--- config.mk ---
export PLATFORM = sky130hd
export DESIGN_NAME = undo_stack
export DESIGN_NICKNAME = d
export VERILOG_FILES = /design/src/rtl/undo_stack.sv
export SDC_FILE = /design/constraint.sdc
export NUM_CORES = 1
export LEC_CHECK = 0
export CAP_MARGIN = 20
export CORE_MARGIN = 5
export CORE_UTILIZATION = 40
export CTS_CLUSTER_DIAMETER = 150
export DETAILED_ROUTE_END_ITERATION = 10
export GPL_TIMING_DRIVEN = 0
export PLACE_DENSITY = 0.64
export SLEW_MARGIN = 20
export SYNTH_ARGS = -nofsm -noshare
export SYNTH_HDL_FRONTEND = slang
export SYNTH_SLANG_ARGS = --single-unit
export TNS_END_PERCENT = 50
--- constraint.sdc ---
create_clock -name clk -period 4.4 [get_ports clk]
set_clock_uncertainty 0.1 [all_clocks]
set_input_delay 0.88 -clock clk [delete_from_list [all_inputs] [get_ports clk]]
set_output_delay 0.88 -clock clk [all_outputs]
set_load 0.02 [all_outputs]
--- src/rtl/undo_stack.sv ---
// undo_stack: LIFO history store for reverse execution.
// Forward writes push the value they destroy; reverse steps pop it back.
// pop_data/pop_valid are registered; count drives empty/full directly.
module undo_stack #(
    parameter int WIDTH = 8,
    parameter int DEPTH = 16,
    parameter int PTR_W = 4
) (
    input  logic             clk,
    input  logic             clr_n,
    input  logic             push_e,
    input  logic [WIDTH-1:0] push_data,
    input  logic             pop_e,
    output logic [WIDTH-1:0] pop_data,
    output logic             pop_valid,
    output logic [PTR_W:0]   count,
    output logic             empty,
    output logic             full,
    output logic             ovf,
    output logic             unf
);

    localparam logic [PTR_W:0] ONE     = {{PTR_W{1'b0}}, 1'b1};
    localparam logic [PTR_W:0] DEPTH_C = (PTR_W+1)'(DEPTH);

    logic [WIDTH-1:0] mem [DEPTH];
    logic [PTR_W:0]   cnt_m1;
    logic [PTR_W-1:0] top_idx;
    logic [PTR_W-1:0] wr_idx;
    logic             swap;
    logic             inc;
    logic             dec;

    assign empty   = (count == '0);
    assign full    = (count == DEPTH_C);
    assign cnt_m1  = count - ONE;
    // Top index only meaningful when not empty; write index only when not full.
    assign top_idx = cnt_m1[PTR_W-1:0];
    assign wr_idx  = count[PTR_W-1:0];

    // Push+pop on a non-empty stack replaces the top in place.
    assign swap = push_e && pop_e && !empty;
    // A push grows the stack unless full, or unless it is paired with an
    // accepted pop; paired with a rejected pop (empty) it still lands.
    assign inc  = push_e && (pop_e ? empty : !full);
    assign dec  = pop_e && !push_e && !empty;

    // Storage writes; contents are never cleared, only made unreachable.
    always_ff @(posedge clk) begin
        if (clr_n) begin
            if (swap)
                mem[top_idx] <= push_data;
            else if (inc)
                mem[wr_idx] <= push_data;
        end
    end

    // Count, registered pop result and sticky error flags.
    always_ff @(posedge clk) begin
        if (!clr_n) begin
            count     <= '0;
            pop_data  <= '0;
            pop_valid <= 1'b0;
            ovf       <= 1'b0;
            unf       <= 1'b0;
        end else begin
            pop_valid <= 1'b0;
            if (pop_e) begin
                if (!empty) begin
                    pop_data  <= mem[top_idx];
                    pop_valid <= 1'b1;
                end else begin
                    unf <= 1'b1;
                end
            end
            if (push_e && !pop_e && full)
                ovf <= 1'b1;
            if (inc)
                count <= count + ONE;
            else if (dec)
                count <= cnt_m1;
        end
    end

endmodule

# Word level (Yosys, flattened, before mapping)
# Memories as Yosys holds them, arrays and structs flattened. A register that Yosys moved wholly into a read port is not among the register bits.
# Index checks and enable logic that the tools add are counted.
# Widths: inputs -> output; s select.
# op_classes
add_sub_neg	2
n_eq_ne	1
mux	14
n_bitwise	1
reduce_logical	18
# op_table
cell	n
$mux 1	10
$mux 5	2
$mux 8	1
$reduce_or 8->1	1
$logic_and 1x1->1	7
$reduce_and 2->1	3
$add 5x1->5 const B	1
$eq 5x5->1 const B	1
$logic_not 1->1	5
$logic_not 5->1	1
$sub 5x1->5 const B	1
$mux 4	1
$reduce_bool 2->1	1
$not 1->1	1
# word_totals
register_bits	8
ramBits	128
out_inout_bits	18
word_cells	41
memories	1
# mem_list
name	words	width	rd	rd_clocked_by_memory_dff	write_ports	line_no	text
mem	16	8	1	1	1	26	logic [WIDTH-1:0] mem [DEPTH];

# Depth between registers and ports, before layout
# Gate-level depths: netlist of the first run.
# logic_depth
ltp_word	10
depth_mapped	10

# Worst setup path after synthesis of the first run
# Ideal clock, no wire load.
# synth_timing
kind	register to register
from	register count[0]
to	memory mem[12][0] (enable)
setup_time_ns	0.386
t_arrival_ns	2.671
t_required_ns	3.914
setup_slack_ns	1.242
path_stages_with_launch	9
period_less_slack_ns	3.158
cell_sequence	dfxtp_1 buf_6 buf_6 inv_1 ha_1 or3b_4 a2111o_1 o211a_2 a211oi_1
# synth_via
elab_chain_len	10
elab_cells_between_ends	18
cone_classes	add/sub (1); eq/ne (1); mux (10); reduce/logical (6)
# synth_lines
element	line_no	text
start, declared	16	output logic [PTR_W:0] count,
start signal, assigned	79	count <= count + ONE;
start signal, assigned	81	count <= cnt_m1;
$eq 5x5->1	35	assign full = (count == DEPTH_C);
$logic_not 1->1	45	assign inc = push_e && (pop_e ? empty : !full);
$mux 1	45	
$logic_and 1x1->1	45	
$mux 1	53	else if (inc)
$mux 1	51	if (swap)
$mux 1	50	if (clr_n) begin
$mux 1 (not written as such)	54	mem[wr_idx] <= push_data;
$reduce_or 8->1 (no source line)	--	
$mux 4 (no source line) or $mux 1 (tied branches)	--	
end, declared	26	
# Parallel ways exist; a longest one is shown, timed or not.

# Worst setup path in the final report of the first run
# layout_timing
from	register count[0]
to	output empty
# layout_via
elab_chain_len	1
# layout_lines
element	line_no	text
$logic_not 5->1	34	assign empty = (count == '0);
end, declared	17	output logic empty,
# No other way between the ends.

==> impl_results.md, run 1 <==
- Status: complete, no violations
- Post-DP Area: 6750 um2
- Area growth, synth to finish: 19.8%
- Worst Hold Path EP: unf
- Dpl cells: 585
- Mapped cell area: 6090 um2
- Hold-critical path depth: 2
- Number of max-cap violations: 0
- RSZ-0062 raised after global routing: no
- Startpoint Class: register
- Io pins: 30
- Max-Slew Margin vs Limit: 0.409
- Final WL: 13100 um
- CP max stage cell: clkdlybuf4s50_1
- Top delay family on crit path: buffers and inverters
- Starting Density: 0.404
- Distinct cells, synth: 57
- CP Max Fanout: 10
- Clock sink count: 144
- Worst reg2reg path startpoint: count[0]
- Mapped Nets: 376
- CTS tree: yes
- Number of global-route vias before repair: 3453
- Cells after synthesis: 361
- I/O Buffers: 28
- Final Hold Violating Endpoints: 0
- EDFF count, synth: 128
- # Post-CTS Setup Buffers: 0
- Most used cell along the critical path: buf_6
- Non-Filler Instances: 617
- Tmin final: 3670 ps
- Gr usage total: 0.153
- GRT overflow: 0
- Hold buffers post-CTS: 0
- Slew @ Worst Pin: 881 ps
- FF-to-FF path depth: 8
- Via count: 3378
- Buffers plus inverters on the worst setup path: 5
- Worst hold path class: reg -> reg
- Finished layout cell area: 7300 um2
- Die Height: 133 um
- Crit share post-route: 0.834
- Post-DP HPWL: 8830 um
- Hold_sp: unf
- Worst-path clk slew: 60 ps
- Async S/R FF share, synth: 0
- Most used DFF post-synth: edfxtp_1
- H-tree levels: 4
- Layout cells sized above 1: 0.259
- Die Footprint: 17800 um2
- Yosys reg bits: 144
- Antenna Violating Nets Remaining: 0
- CP Class: reg -> out
- Largest net degree at the start of global routing: 17
- Minimum hold slack: 378 ps
- Global-route wire length before repair: 20100 um
- CP Capture Type: output port
- Via-to-Cell Ratio: 5.47
- FMAX: 0.273 GHz
- Max stage delay on crit path: 610 ps
- Clk buf depth: 2
- Drt initial violations: 226
- Leakage: 2.46 nW
- Routability Congestion: 0.855
- Post-route DRC violation count: 0
- Post-DR wirelength/cell: 21.2 um
- Nets: 431
- CORE AREA: 15100 um2
- Cell Rows: 45
- Worst R2R End: mem[10][5]
- Die width: 133 um
- Pwr dens: 599 nW/um2
- Synth warnings: 0
- Critical Path AT: 2690 ps
- Worst-Skew Late Latency: 420 ps
- Total negative slack: 0 ps
- Setup violations, final: 0
- Worst VDD drop: 290 uV
- Pins Over Slew Limit: 0
- Critical path, cell by cell: buf_6 > buf_6 > inv_1 > ha_1 > or4b_4 > inv_2 > clkdlybuf4s50_1
- Post-CTS resize count: 0
- Initial antenna violation count: 0
- Req. time, crit path: 3420 ps
- Sequential cell area fraction in the yosys report: 0.684
- Avg Cell Area, Syn: 16.9 um2
- Root Buffer: clkbuf_16
- Initial DRT Pass Iterations: 6
- CTS Buf Count: 17
- Ant diodes: 0
- Reg2Reg Setup Slack: 1060 ps
==> flip-flops by register name, indices dropped and copies added (netlist names) <==
| register | count |
|---|---|
| mem | 128 |
| unf | 1 |
| pop_valid | 1 |
| count | 5 |
| pop_data | 8 |
| ovf | 1 |
==> area by class of cell <==
cell class,instances,area [um2]
fill,1252,7790
sequential,144,4160
multi-input combinational,174,1780
clock buffer,24,462
timing repair buffer,36,340
tap,188,235
buffer,19,134
inverter,24,90.1
clock inverter,8,88.8
==> cell families after synthesis <==
| family | share of synthesized area |
|---|---|
| and+or+nand+nor | 0.0686 |
| muxes | 0.125 |
| xor gates and xnor gates | 0.00288 |
| adders and majority gates | 0.00616 |
| AOI/OAI and AO/OA | 0.0768 |
| buffers and inverters | 0.0368 |
| DFF | 0.684 |
==> layer usage <==
| metal | vias to the layer above | track usage | wire (um) |
|---|---|---|---|
| li1 | 1551 | - | - |
| met1 | 1706 | 0.193 | 5560 |
| met2 | 99 | 0.255 | 6640 |
| met3 | 22 | 0.0385 | 648 |
| met4 | 0 | 0.0606 | 258 |
| met5 | - | 0 | 0 |
==> report_power, final <==
group	leakage [nW]	internal (W)	total, W	switching [W]
combinational	0.903	0.000595	0.00140	0.000800
clock	0.273	0.000841	0.00134	0.000503
sequential	1.28	0.00158	0.00163	0.0000492
==> tightest hold or removal path, delay by kind of cell (launching register included) <==
family	cells	cell delay (ps)
flops	1	330
simple gates	1	70
compound gates	1	40
==> placed cells by master, fill, tap and decap left out, types with 4 or more instances in the layout <==
master           instances
clkinv_2                 5
buf_4                   11
clkdlybuf4s50_1         28
o22ai_1                  8
clkbuf_1                10
buf_2                    7
nor3_1                   4
nand2_1                 21
a211oi_2                 9
nor2_1                   9
mux4_2                  32
clkbuf_16               17
dfxtp_1                 16
or2b_1                   8
nand3_1                  6
a21oi_1                 11
nor3_2                   8
inv_1                   23
edfxtp_1               128
o311a_1                  8
==> synth_stat cells, types with 2 or more instances <==
cell type / n / area share
dfxtp_1: 16 / 0.053
mux4_2: 32 / 0.12
buf_4: 3 / 0.0037
o311a_1: 8 / 0.013
edfxtp_1: 128 / 0.63
a21oi_1: 11 / 0.0090
ha_1: 3 / 0.0062
nand4_1: 2 / 0.0021
nor2_1: 9 / 0.0055
nand2_1: 21 / 0.013
a211oi_1: 11 / 0.014
o22ai_1: 8 / 0.0082
buf_6: 3 / 0.0055
o21ai_0: 3 / 0.0025
clkbuf_1: 4 / 0.0025
inv_1: 23 / 0.014
or2b_1: 8 / 0.0099
and3_1: 2 / 0.0021
buf_2: 7 / 0.0058
clkbuf_8: 2 / 0.0045
nor3_1: 12 / 0.0099
nor2b_1: 2 / 0.0021
mux2i_1: 3 / 0.0049
nand3_1: 6 / 0.0049
nor3b_1: 2 / 0.0025
==> how the worst max path moves through the flow <==
| stage | slack, ps | end | startpoint | cells after the start |
|---|---|---|---|---|
| floorplan | 1240 | mem[12][0] | count[0] | 8 |
| global placement | 350 | mem[0][0] | clr_n | 5 |
| detailed placement | 830 | mem[7][1] | clr_n | 5 |
| CTS | 730 | empty | count[0] | 7 |
| global route | 610 | empty | count[0] | 7 |
| finish | 730 | empty | count[0] | 7 |
==> metrics by stage <==
step,power [W],utilization,setup WS (ps)
after global placement,0.00300,0.438,347
after floorplan,0.00259,-,1240
after global routing,0.00456,0.484,606
after CTS,0.00439,0.484,725
after detailed placement,0.00306,0.447,833
final,0.00437,0.484,730
(Power assumes the default switching activity.)
==> inputs of run 2 (changes only) <==
==> constraint.sdc (replaced) <==
create_clock -name clk -period 3.4 [get_ports clk]
set_clock_uncertainty 0.1 [all_clocks]
set_input_delay 0.68 -clock clk [delete_from_list [all_inputs] [get_ports clk]]
set_output_delay 0.68 -clock clk [all_outputs]
set_load 0.02 [all_outputs]
==> impl_results.md, run 2 (synthesized netlist as in run 1, its figures left out) <==
- Share of total power in sequential cells: 0.373 (about the same)
- Finished layout cell area: 7300 um2 (about the same)
- Multi-input logic area: 1790 um2 (+0.35%)
- Layout cells sized above 1: 0.259 (unchanged)
- Final WL: 13100 um (-0.26%)
- Routability Congestion: 0.855 (unchanged)
- Worst reg2reg path startpoint: count[0]
- Nets: 431 (unchanged)
- Crit share post-route: 0.996
- Max reg flops: 128 (unchanged)
- Largest net degree at the start of global routing: 17 (unchanged)
- CP Max Fanout: 10 (unchanged)
- GRT overflow: 0 (unchanged)
- Minimum hold slack: 379 ps (+0.516 ps)
- Die Height: 133 um (unchanged)
- Max-Slew Margin vs Limit: 0.404 (-0.00508)
- CTS Buf Count: 17 (unchanged)
- Largest regs: mem x128, pop_data x8, count x5
- Drt initial violations: 235 (+4.0%)
- Final Hold Violating Endpoints: 0 (unchanged)
- Leakage: 2.47 nW (+0.33%)
- Worst VDD drop: 373 uV (+29%)
- Worst-Skew Late Latency: 410 ps (about the same)
- Power Total: 0.00566 W (+29%)
- Reg2Reg Setup Slack: 10 ps (-1050 ps)
- # Post-CTS Setup Buffers: 0 (unchanged)
- Pwr dens: 775 nW/um2 (+29%)
- Status: complete, no violations
- Number of global-route vias before repair: 3453 (unchanged)
- Initial antenna violation count: 0 (unchanged)
- CORE AREA: 15100 um2 (unchanged)
- Worst R2R End: mem[2][3]
- CP Class: reg -> reg
- Post-DP Area: 6750 um2 (unchanged)
- Internal power: 0.00390 W (+29%)
- Root Buffer: clkbuf_16
- FMAX: 0.295 GHz
- Switch share: 0.310 (+0.000768)
- Layout fillers: 1251 (-0.080%)
- Most frequent cells in the layout: 128 x edfxtp_1, 32 x mux4_2, 27 x clkdlybuf4s50_1
- Tmin final: 3390 ps
- Io pins: 30 (unchanged)
- Antenna Violating Nets Remaining: 0 (unchanged)
- Pins Over Slew Limit: 0 (unchanged)
- Number of max-cap violations: 0 (unchanged)
- Worst-path clk slew: 60 ps (about the same)
- CP Capture Point: mem[2][3]
- Ant diodes: 0 (unchanged)
- I/O Buffers: 28 (unchanged)
- Area growth, synth to finish: 19.9% (about the same)
- Worst hold path class: reg -> reg
- H-tree levels: 4 (unchanged)
- Commonest non-fill, non-tap cell in the layout: edfxtp_1
- Startpoint Class: register
- Die Footprint: 17800 um2 (unchanged)
- Initial DRT Pass Iterations: 5 (-1)
- NetSw: 0.00175 W (+30%)
- Clk buf depth: 2 (unchanged)
- Die width: 133 um (unchanged)
- Via count: 3380 (+0.059%)
- Post-DP HPWL: 8830 um (unchanged)
- Final worst slack: 13.6 ps (-717 ps)
- Comb pwr share: 0.319 (about the same)
- FF-to-FF path depth: 8 (unchanged)
- RSZ-0062 raised after global routing: yes
- Cell Rows: 45 (unchanged)
- Register name with the most flops: mem
- Setup violations, final: 0 (unchanged)
- Post-DR wirelength/cell: 21.2 um (-0.26%)
- Starting Density: 0.404 (unchanged)
- Dpl ws: 32.7 ps (-800 ps)
- Hold buffers post-CTS: 0 (unchanged)
- CTS tree: yes
- Slew @ Worst Pin: 890 ps (+9.11 ps)
- Clock power share: 0.308 (about the same)
- Global-route wire length before repair: 20100 um (unchanged)
- Post-route DRC violation count: 0 (unchanged)
- Via-to-Cell Ratio: 5.48 (about the same)
- Clock sink count: 144 (unchanged)
- Critical Path AT: 3320 ps (+630 ps)
- CP Capture Type: register
- Register area: 4160 um2 (unchanged)
- Req. time, crit path: 3340 ps (-80 ps)
- Gr usage total: 0.153 (unchanged)
- Critical Path Start: count[0]
[run 2: cell types whose count changed in the layout (fill, tap and decap cells not counted), sizes merged]
cell and delta:
clkdlybuf4s50 -1, dlygate4sd2 +1
[run 2: cell type report]
| cell class | instances | area share |
|---|---|---|
| Tap cell | 188 | 0.0322 |
| Sequential cell | 144 | 0.570 |
| Timing Repair Buffer | 36 | 0.0464 |
| Clock buffer | 24 | 0.0632 |
| Buffer | 19 | 0.0183 |
| Multi-Input combinational cell | 174 | 0.245 |
| Clock inverter | 8 | 0.0122 |
| Inverter | 24 | 0.0123 |
[run 2: repair_timing]
item	CTS	global route
pin swaps	0	1
resized for setup	1	1
setup endpoints to repair	1	65
[run 2: power groups by stage]
stage               clock network, W  logic [W]  registers, W
finish                       0.00174    0.00180       0.00211
global route                 0.00184    0.00194       0.00212
CTS                          0.00176    0.00181       0.00211
detailed placement                 0    0.00181       0.00215
global placement                   0    0.00173       0.00215
floorplan                          0    0.00116       0.00219
[run 2: routing by layer]
metal | GRT usage | vias to the layer above | part of all wire
li1 | - | 1550 | -
met1 | 0.193 | 1700 | 0.43
met2 | 0.255 | 106 | 0.50
met3 | 0.0385 | 24 | 0.048
met4 | 0.0606 | 0 | 0.020
met5 | 0 | - | 0
[run 2: worst min path at each step]
stage | from | endpoint | cells past startpoint
floorplan | ovf | ovf | 2
global placement | unf | unf | 2
detailed placement | unf | unf | 2
CTS | unf | unf | 2
global route | unf | unf | 2
finish | unf | unf | 2
[run 2: metrics by stage]
step,utilization,std cells,TNS (ps)
2_1_floorplan,-,361,0
3_3_place_gp,0.438,577,-44750
3_5_place_dp,0.447,585,0
4_1_cts,0.483,617,0
5_1_grt,0.484,617,-5260
6_report,0.484,617,0
[run 2: critical path, stage by stage, from the launching register on]
cell and delay (ps):
dfxtp_1 330, buf_6 150, buf_6 140, inv_1 160, ha_1 240, or3b_4 450, a211o_2 400, mux2i_1 260
nor3_2 780
==> inputs of run 3 (changes only) <==
--- a/config.mk
+++ b/config.mk
@@ -10,9 +10,8 @@
 export CORE_UTILIZATION = 40
 export CTS_CLUSTER_DIAMETER = 150
 export DETAILED_ROUTE_END_ITERATION = 10
-export GPL_TIMING_DRIVEN = 0
 export PLACE_DENSITY = 0.64
-export SLEW_MARGIN = 20
+export SLEW_MARGIN = 40
 export SYNTH_ARGS = -nofsm -noshare
 export SYNTH_HDL_FRONTEND = slang
 export SYNTH_SLANG_ARGS = --single-unit
==> impl_results.md, run 3 (synthesized netlist as in run 1, its figures left out) <==
- Max-Slew Margin vs Limit: 0.507 (+0.104)
- GRT overflow: 0 (unchanged)
- Power Total: 0.00576 W (+1.8%)
- Worst-path clk slew: 60 ps (about the same)
- FMAX: 0.309 GHz (+4.6%)
- Crit share post-route: 0.953 (-0.0434)
- H-tree levels: 4 (unchanged)
- Initial antenna violation count: 0 (unchanged)
- Antenna Violating Nets Remaining: 0 (unchanged)
- Req. time, crit path: 2620 ps (-720 ps)
- Post-DP HPWL: 8630 um (-2.2%)
- Post-CTS resize count: 0 (-1)
- Global-route wire length before repair: 21100 um (+5.4%)
- Via-to-Cell Ratio: 5.61 (+2.4%)
- Post-route DRC violation count: 0 (unchanged)
- Final worst slack: 161 ps (+148 ps)
- Cell Rows: 45 (unchanged)
- Die Footprint: 17800 um2 (unchanged)
- Max stage delay on crit path: 600 ps (-180 ps)
- Max reg flops: 128 (unchanged)
- Number of max-cap violations: 0 (unchanged)
- Worst-Skew Late Latency: 420 ps (about the same)
- Tmin final: 3240 ps (-148 ps)
- Die width: 133 um (unchanged)
- CORE AREA: 15100 um2 (unchanged)
- Worst VDD drop: 370 uV (-0.66%)
- Non-Filler Instances: 616 (-0.16%)
- Gr usage total: 0.162 (+0.00923)
- Buffers plus inverters on the worst setup path: 3 (unchanged)
- CP max stage cell: clkdlybuf4s50_1
- Critical Path AT: 2460 ps (-860 ps)
- Slew @ Worst Pin: 734 ps (-156 ps)
- Via count: 3456 (+2.2%)
- Commonest non-fill, non-tap cell in the layout: edfxtp_1
- Critical path, cell by cell: inv_1 > ha_1 > or4b_4 > inv_2 > clkdlybuf4s50_1
- CP Max Fanout: 8 (-2)
- Pwr dens: 790 nW/um2 (+2.0%)
- Most frequent cells in the layout: 128 x edfxtp_1, 32 x mux4_2, 29 x clkdlybuf4s50_1
- Top delay family on crit path: buffers and inverters
- Starting Density: 0.404 (unchanged)
- Ant diodes: 0 (unchanged)
- Status: complete, no violations
- Dpl ws: 529 ps (+497 ps)
- Layout cells sized above 1: 0.236 (-0.0228)
- Clk buf depth: 2 (unchanged)
- Final WL: 13500 um (+3.1%)
- I/O Buffers: 29 (+3.6%)
- Io pins: 30 (unchanged)
- RSZ-0062 raised after global routing: no
- Routability Congestion: 0.830 (-2.9%)
- CTS tree: yes
- Hold buffers post-CTS: 0 (unchanged)
- Total negative slack: 0 ps (unchanged)
- Register name with the most flops: mem
- Largest regs: mem x128, pop_data x8, count x5
- Nets: 430 (-0.23%)
- Number of global-route vias before repair: 3557 (+3.0%)
- Worst hold path class: reg -> reg
- Largest net degree at the start of global routing: 37 (+20)
- Dpl cells: 584 (-0.17%)
- Die Height: 133 um (unchanged)
- Clock sink count: 144 (unchanged)
- Setup violations, final: 0 (unchanged)
- Startpoint Class: register
- CP Class: reg -> out
- Root Buffer: clkbuf_16
- Leakage: 2.48 nW (+0.37%)
- CTS Buf Count: 17 (unchanged)
- Pins Over Slew Limit: 0 (unchanged)
- CP Capture Type: output port
- Post-DR wirelength/cell: 21.9 um (+3.2%)
- # Post-CTS Setup Buffers: 0 (unchanged)
- Initial DRT Pass Iterations: 4 (-1)
- Area growth, synth to finish: 19.6%
- Final Hold Violating Endpoints: 0 (unchanged)
- Drt initial violations: 314 (+34%)
-- run 3: report_power, final --
| group | internal (W) | switching (W) | leakage [nW] |
|---|---|---|---|
| sequential | 0.00205 | 0.0000733 | 1.28 |
| combinational | 0.000752 | 0.000992 | 0.906 |
| clock | 0.00122 | 0.000676 | 0.287 |
-- run 3: per-stage QoR --
| step | utilization | area (um2) | hold slack (ps) |
|---|---|---|---|
| detailed placement | 0.443 | 6680 | 377 |
| finish | 0.483 | 7290 | 384 |
| global route | 0.483 | 7290 | 471 |
| floorplan | - | 6090 | 470 |
| global placement | 0.443 | 6680 | 360 |
| CTS | 0.483 | 7290 | 393 |
-- run 3: worst min-delay path: cells and delay by family (launching register included) --
family | cells | cell delay, ps
AND/OR/NAND/NOR | 1 | 80
flip-flops | 1 | 330
AO/OA/AOI/OAI | 1 | 40
-- run 3: cell type report --
type                            count  area, um2
Multi-Input combinational cell    174       1700
Sequential cell                   144       4170
Timing Repair Buffer               54        490
Inverter                           24       90.1
Fill cell                        1266       7800
Clock buffer                       20        437
Clock inverter                     12        166
Tap cell                          188        235
-- run 3: layer usage --
metal,vias to the layer above,share of wire,track usage
met5,-,0,0
met4,0,0.022,0.0714
met3,21,0.069,0.0415
met2,114,0.48,0.251
met1,1776,0.43,0.218
li1,1545,-,-
-- run 3: worst paths after layout --
kind               end  depth (start not counted)      from  slack (ps)
max              empty                          5  count[1]         160
min                ovf                          2       ovf         380
max reg2reg  mem[9][5]                          7  count[1]         600
min reg2reg        ovf                          2       ovf         380
